$ cat src/rtl/cmp_rs.sv
// rtl/cmp_rs.sv - reservation station feeding the branch-compare unit
// Holds issued compares, snoops the CDB for pending operands, exposes ready lanes.
module cmp_rs #(
   parameter int size = 8
) (
   input  logic                     clk,
   input  logic                     rst,
   input  logic                     flush,
   input  logic                     issue_valid,
   input  logic [2:0]               issue_op,
   input  logic [3:0]               issue_tag,
   input  logic [31:0]              issue_r1,
   input  logic [31:0]              issue_r2,
   input  logic                     issue_r1_valid,
   input  logic                     issue_r2_valid,
   input  logic [3:0]               issue_q1,
   input  logic [3:0]               issue_q2,
   input  logic                     cdb_valid,
   input  logic [3:0]               cdb_tag,
   input  logic [31:0]              cdb_data,
   input  logic [size-1:0]          lane_ack,
   output logic                     full,
   output logic [$clog2(size):0]    count,
   output logic [size-1:0]          lane_ready,
   output logic [size*3-1:0]        lane_op,
   output logic [size*32-1:0]       lane_r1,
   output logic [size*32-1:0]       lane_r2,
   output logic [size*4-1:0]        lane_tag
);

   localparam int cw = $clog2(size) + 1;

   logic [size-1:0]        busy_q;
   logic [size-1:0]        v1_q;
   logic [size-1:0]        v2_q;
   logic [size-1:0][2:0]   op_q;
   logic [size-1:0][3:0]   tag_q;
   logic [size-1:0][3:0]   q1_q;
   logic [size-1:0][3:0]   q2_q;
   logic [size-1:0][31:0]  r1_q;
   logic [size-1:0][31:0]  r2_q;

   logic [size-1:0]        alloc_oh;
   logic                   found;
   logic                   accept;
   logic                   fwd1;
   logic                   fwd2;
   logic [cw-1:0]          count_c;

   // lowest-index free entry, taken from the registered busy set
   always_comb begin
      alloc_oh = '0;
      found    = 1'b0;
      for (int i = 0; i < size; i++) begin
         if (!busy_q[i] && !found) begin
            alloc_oh[i] = 1'b1;
            found       = 1'b1;
         end
      end
   end

   always_comb begin
      count_c = '0;
      for (int i = 0; i < size; i++) begin
         count_c = count_c + cw'(busy_q[i]);
      end
   end

   assign full   = &busy_q;
   assign count  = count_c;
   assign accept = issue_valid & ~full;
   assign fwd1   = ~issue_r1_valid & cdb_valid & (cdb_tag == issue_q1);
   assign fwd2   = ~issue_r2_valid & cdb_valid & (cdb_tag == issue_q2);

   assign lane_ready = busy_q & v1_q & v2_q;

   always_comb begin
      lane_op  = '0;
      lane_r1  = '0;
      lane_r2  = '0;
      lane_tag = '0;
      for (int i = 0; i < size; i++) begin
         lane_op[i*3 +: 3]   = op_q[i];
         lane_r1[i*32 +: 32] = r1_q[i];
         lane_r2[i*32 +: 32] = r2_q[i];
         lane_tag[i*4 +: 4]  = tag_q[i];
      end
   end

   // flush beats issue, snoop and ack; an allocating entry is never busy so it cannot be acked
   always_ff @(posedge clk or negedge rst) begin
      if (!rst) begin
         busy_q <= '0;
         v1_q   <= '0;
         v2_q   <= '0;
         op_q   <= '0;
         tag_q  <= '0;
         q1_q   <= '0;
         q2_q   <= '0;
         r1_q   <= '0;
         r2_q   <= '0;
      end else if (flush) begin
         busy_q <= '0;
         v1_q   <= '0;
         v2_q   <= '0;
      end else begin
         for (int i = 0; i < size; i++) begin
            if (accept && alloc_oh[i]) begin
               busy_q[i] <= 1'b1;
               op_q[i]   <= issue_op;
               tag_q[i]  <= issue_tag;
               q1_q[i]   <= issue_q1;
               q2_q[i]   <= issue_q2;
               r1_q[i]   <= fwd1 ? cdb_data : issue_r1;
               r2_q[i]   <= fwd2 ? cdb_data : issue_r2;
               v1_q[i]   <= issue_r1_valid | fwd1;
               v2_q[i]   <= issue_r2_valid | fwd2;
            end else if (busy_q[i] && lane_ack[i] && lane_ready[i]) begin
               busy_q[i] <= 1'b0;
            end else if (busy_q[i] && cdb_valid) begin
               if (!v1_q[i] && (q1_q[i] == cdb_tag)) begin
                  r1_q[i] <= cdb_data;
                  v1_q[i] <= 1'b1;
               end
               if (!v2_q[i] && (q2_q[i] == cdb_tag)) begin
                  r2_q[i] <= cdb_data;
                  v2_q[i] <= 1'b1;
               end
            end
         end
      end
   end

endmodule

$ cat config.mk
export PLATFORM = sky130hd
export DESIGN_NAME = cmp_rs
export DESIGN_NICKNAME = d
export VERILOG_FILES = /design/src/rtl/cmp_rs.sv
export SDC_FILE = /design/constraint.sdc
export NUM_CORES = 1
export LEC_CHECK = 0
export CORE_AREA = 2 2 273 275
export CTS_CLUSTER_SIZE = 12
export DETAILED_ROUTE_END_ITERATION = 10
export DIE_AREA = 0 0 275 277
export PLACE_DENSITY = 0.74
export SYNTH_ARGS = -nofsm -noshare
export SYNTH_HDL_FRONTEND = slang
export SYNTH_SLANG_ARGS = --single-unit
$ cat constraint.sdc
create_clock -name clk -period 3.4 [get_ports clk]
set_clock_uncertainty 0.2 [all_clocks]
set_input_delay 0.34 -clock clk [delete_from_list [all_inputs] [get_ports clk]]
set_output_delay 0.34 -clock clk [all_outputs]
set_load 0.05 [all_outputs]
==> qor.csv <==
stage;metric;value;unit
sta;Slew Limit Fails;0;
sta;Final TNS setup;-1.56;ns
pwr;sw power;8.33;mW
run;maxcap violations;0;
pwr;part of the power in registers;38.7;%
yosys;post-synth top area share;53.2;%
finish;Final Non-Filler Cells;4529;
sta;Slew @ Worst Pin;1.30;ns
critical_path;FF-to-FF path depth;7;
status;outcome;finished with violations;
sta;Max Freq;252;MHz
pwr;Int Pwr;15.5;mW
global_routing;vias in the first global route;28800;
critical_path;Largest stage delay, worst path;0.56;ns
yosys;Seq cells post-synth;656;
floorplanning;Die Span X;275;microns
floorplanning;Core ar.;73600;sq um
critical_path;Max FO, Critical Path;2;
floorplanning;Initial Util;41.9;%
clocking;CTS tree;yes;
floorplanning;Die Height;277;microns
global_routing;largest net degree at the start of global routing;100;
finish;layout cells sized above 1;20.2;%
status;failing checks;setup timing;
placed_design;Setup Slack @ Placement;0.0324;ns
clocking;register clock-pin slew on the reported worst setup and hold paths;0.06;ns
yosys;Yosys warnings;0;
route;Routed WL;150;mm
finish;area delta synth->final;37.6;%
clocking;clk sink count;656;
placed_design;dpl cells;4394;
clocking;CTS Buffer Depth;3;
floorplanning;Die ar.;76200;sq um
pwr;leakage power total;18.6;nW
critical_path;data required time at the worst endpoint;2.86;ns
finish;Fillers;6167;
critical_path;Crit-path slowest cell;fa_2;
pwr;Combinational Power Share;26.5;%
finish;area taken by multi-input logic gates;13100;sq um
clocking;clk_lat worst skew;0.65;ns
pwr;total power;23.8;mW
sta;Final period util;117;%
floorplanning;FP Rows;100;
yosys;syn nets;2968;
route;DR iter-0 viols;3940;
sta;Setup Viol. Count Final;4;
clocking;TritonCTS buffer count;74;
global_routing;global-route wire length before repair;213;mm
finish;nets@finish;3642;
floorplanning;Top-Level Pins;711;
route;Post-route DRC;0;
global_routing;total track usage;38.5;%
hold_path;Hold Path Class;input port to flip-flop;
yosys;FFs w/ async S/R, synth;100;%
global_routing;initial antenna violation count;3;
finish;post-route cell area;42500;sq um
critical_path;cell mode on critical path;fa_1;
pwr;peak supply drop;0.000385;V
critical_path;WS Path Type;flip-flop to output port;
global_routing;grt ovf;0;
route;routed vias;29700;
pwr;power share of the clock group;34.8;%
placed_design;Post-DP Area;40000;sq um
route;WL/cell;33.2;microns
critical_path;Buf/Inv on CP;3;
route;Post-DRT Antenna Nets;0;
sta;Fin. Hold Viols;0;
placed_design;Buffers on Ports;710;
placed_design;GPL Wtd Cong;0.976;
sta;Setup WS post-layout;-0.575;ns
pwr;Sw Share;35.0;%
sta;fin crit period;3.97;ns
sta;unrepaired setup endpoints after global routing;true;
critical_path;startpoint type of the worst setup path;flip-flop;
yosys;Synth area leaders;dfrtp_1, o221a_2, nand2_1, or3_1, a21oi_1;
yosys;Syn Inst Count;2828;
clocking;CTS root buf;clkbuf_16;
yosys;Synth cell types;66;
placed_design;post-detail-place hpwl;104;mm
yosys;Syn Area/Cell;10.9;sq um
sta;Slew HR;12.8;%
route;DR pass1 iterations;6;
critical_path;crit end category;output port;
critical_path;worst path cell trace;inv_2, fa_1, fa_1, fa_1, inv_2, ha_4, fa_2, buf_12;
finish;FF/Latch Area;16400;sq um
yosys;top_reg_cell synth;dfrtp_1;
clocking;H-tree depth;3;
yosys;Synth area leader;dfrtp_1;
critical_path;Arr. time, crit path;3.43;ns
hold_path;hold depth;2;
yosys;Post-synth EDFFs;0;
critical_path;Worst path depth;8;
yosys;sequential share of the synthesized area;53.2;%
yosys;synthesized area;30800;sq um
route;via/cell ratio;6.57;
critical_path;Top Family by Delay on Critical Path;adder cells;
pwr;Pwr per Cell Area;561;nW/um^2
-- metal layers --
layer	share of wire, %	wire length (microns)	track usage [%]
met1	36	53500	47.6
met2	44	66500	58.3
met3	13	18800	11.8
met4	7.5	11300	24.9
met5	0.011	16	0
-- cells in the final DEF (no fill, tap or decap), types with 43 or more instances in the layout --
cell type	instances
clkdlybuf4s50_1	704
dfrtp_1	654
nand2_1	255
o221a_2	222
nor2_1	179
buf_4	136
a21oi_1	134
or3_1	129
o21ai_0	97
o22ai_1	96
clkbuf_16	76
inv_1	73
o211ai_1	65
o32ai_1	63
mux2_2	60
xnor2_1	58
buf_12	43
-- worst paths after layout --
| kind | start | to | slack [ns] |
|---|---|---|---|
| min in group asynchronous | rst | q2_q[29] | 0.14 |
| setup reg to reg | busy_q[0] | lane_r2[199] | 0.15 |
| hold / removal | lane_ack[2] | busy_q[2] | 0.05 |
| setup / recovery | busy_q[0] | count[1] | -0.57 |
| hold reg to reg | lane_op[18] | lane_op[18] | 0.27 |
| max in group asynchronous | rst | lane_r1[184] | 1.84 |
-- cell usage after synthesis (32+ instances only) --
master,instances
a21o_1,33
a21oi_1,139
buf_2,101
clkbuf_1,143
dfrtp_1,656
inv_1,77
mux2_2,60
nand2_1,261
nand2b_1,33
nor2_1,184
nor2_2,32
o211ai_1,65
o21a_1,36
o21ai_0,98
o221a_1,34
o221a_2,222
o22a_1,32
o22ai_1,96
o2bb2ai_1,32
o32ai_1,63
or3_1,130
xnor2_1,58
-- power groups by stage --
stage | Clock, mW | Combinational [mW] | Sequential (mW)
floorplan | 0 | 1.22 | 11.5
global placement | 0 | 6.18 | 9.31
detailed placement | 0 | 6.24 | 9.31
CTS | 8.32 | 6.26 | 9.18
global route | 8.65 | 6.48 | 9.25
finish | 8.28 | 6.31 | 9.22
-- flip-flops by register name, summed over array words and instances (netlist names), 24 cells and up --
register / cells
lane_op: 24
lane_r1: 256
q2_q: 32
lane_r2: 256
lane_tag: 32
q1_q: 32
-- logic make-up (layout without fill, tap and decap cells) --
logic type	Yosys count	count (layout)	share of synthesized area [%]
AO/OA/AOI/OAI	924	924	24.8
XOR/XNOR	73	73	2.07
AND/OR/NAND/NOR	741	741	11.7
other	0	4	0
buffers and inverters	364	1092	5.57
flip-flops	656	656	53.2
multiplexers	60	60	2.19
adder cells (fa/ha/maj)	10	10	0.503
-- timing repair --
item / 4_1_cts / 5_1_grt
endpoints found under the setup margin: 5 / 4
buffers inserted: 0 / 0
gates cloned: 0 / 0
pin swaps: 0 / 0
hold buffers: 1 / 0
endpoints found under the hold margin: 59 / 0
resized for setup: 6 / 0
-- area by class of cell --
type,instances,share of cell area [%]
flip-flops and latches,656,38.7
multi-input cells,1808,30.9
repair buffers,885,21.1
clock buffers,109,5.13
well taps,969,2.86
clock inverters,21,0.684
inverters,77,0.681
diodes,4,0.0236
-- through the flow --
| stage | util [%] | hold slack (ns) |
|---|---|---|
| global route | 57.7 | 0.0664 |
| finish | 57.7 | 0.0485 |
| CTS | 57.7 | 0.0215 |
| global placement | 54.3 | 0.178 |
| detailed placement | 54.3 | 0.188 |
| floorplan | - | -0.156 |
Power figures use the tool's default switching activity.
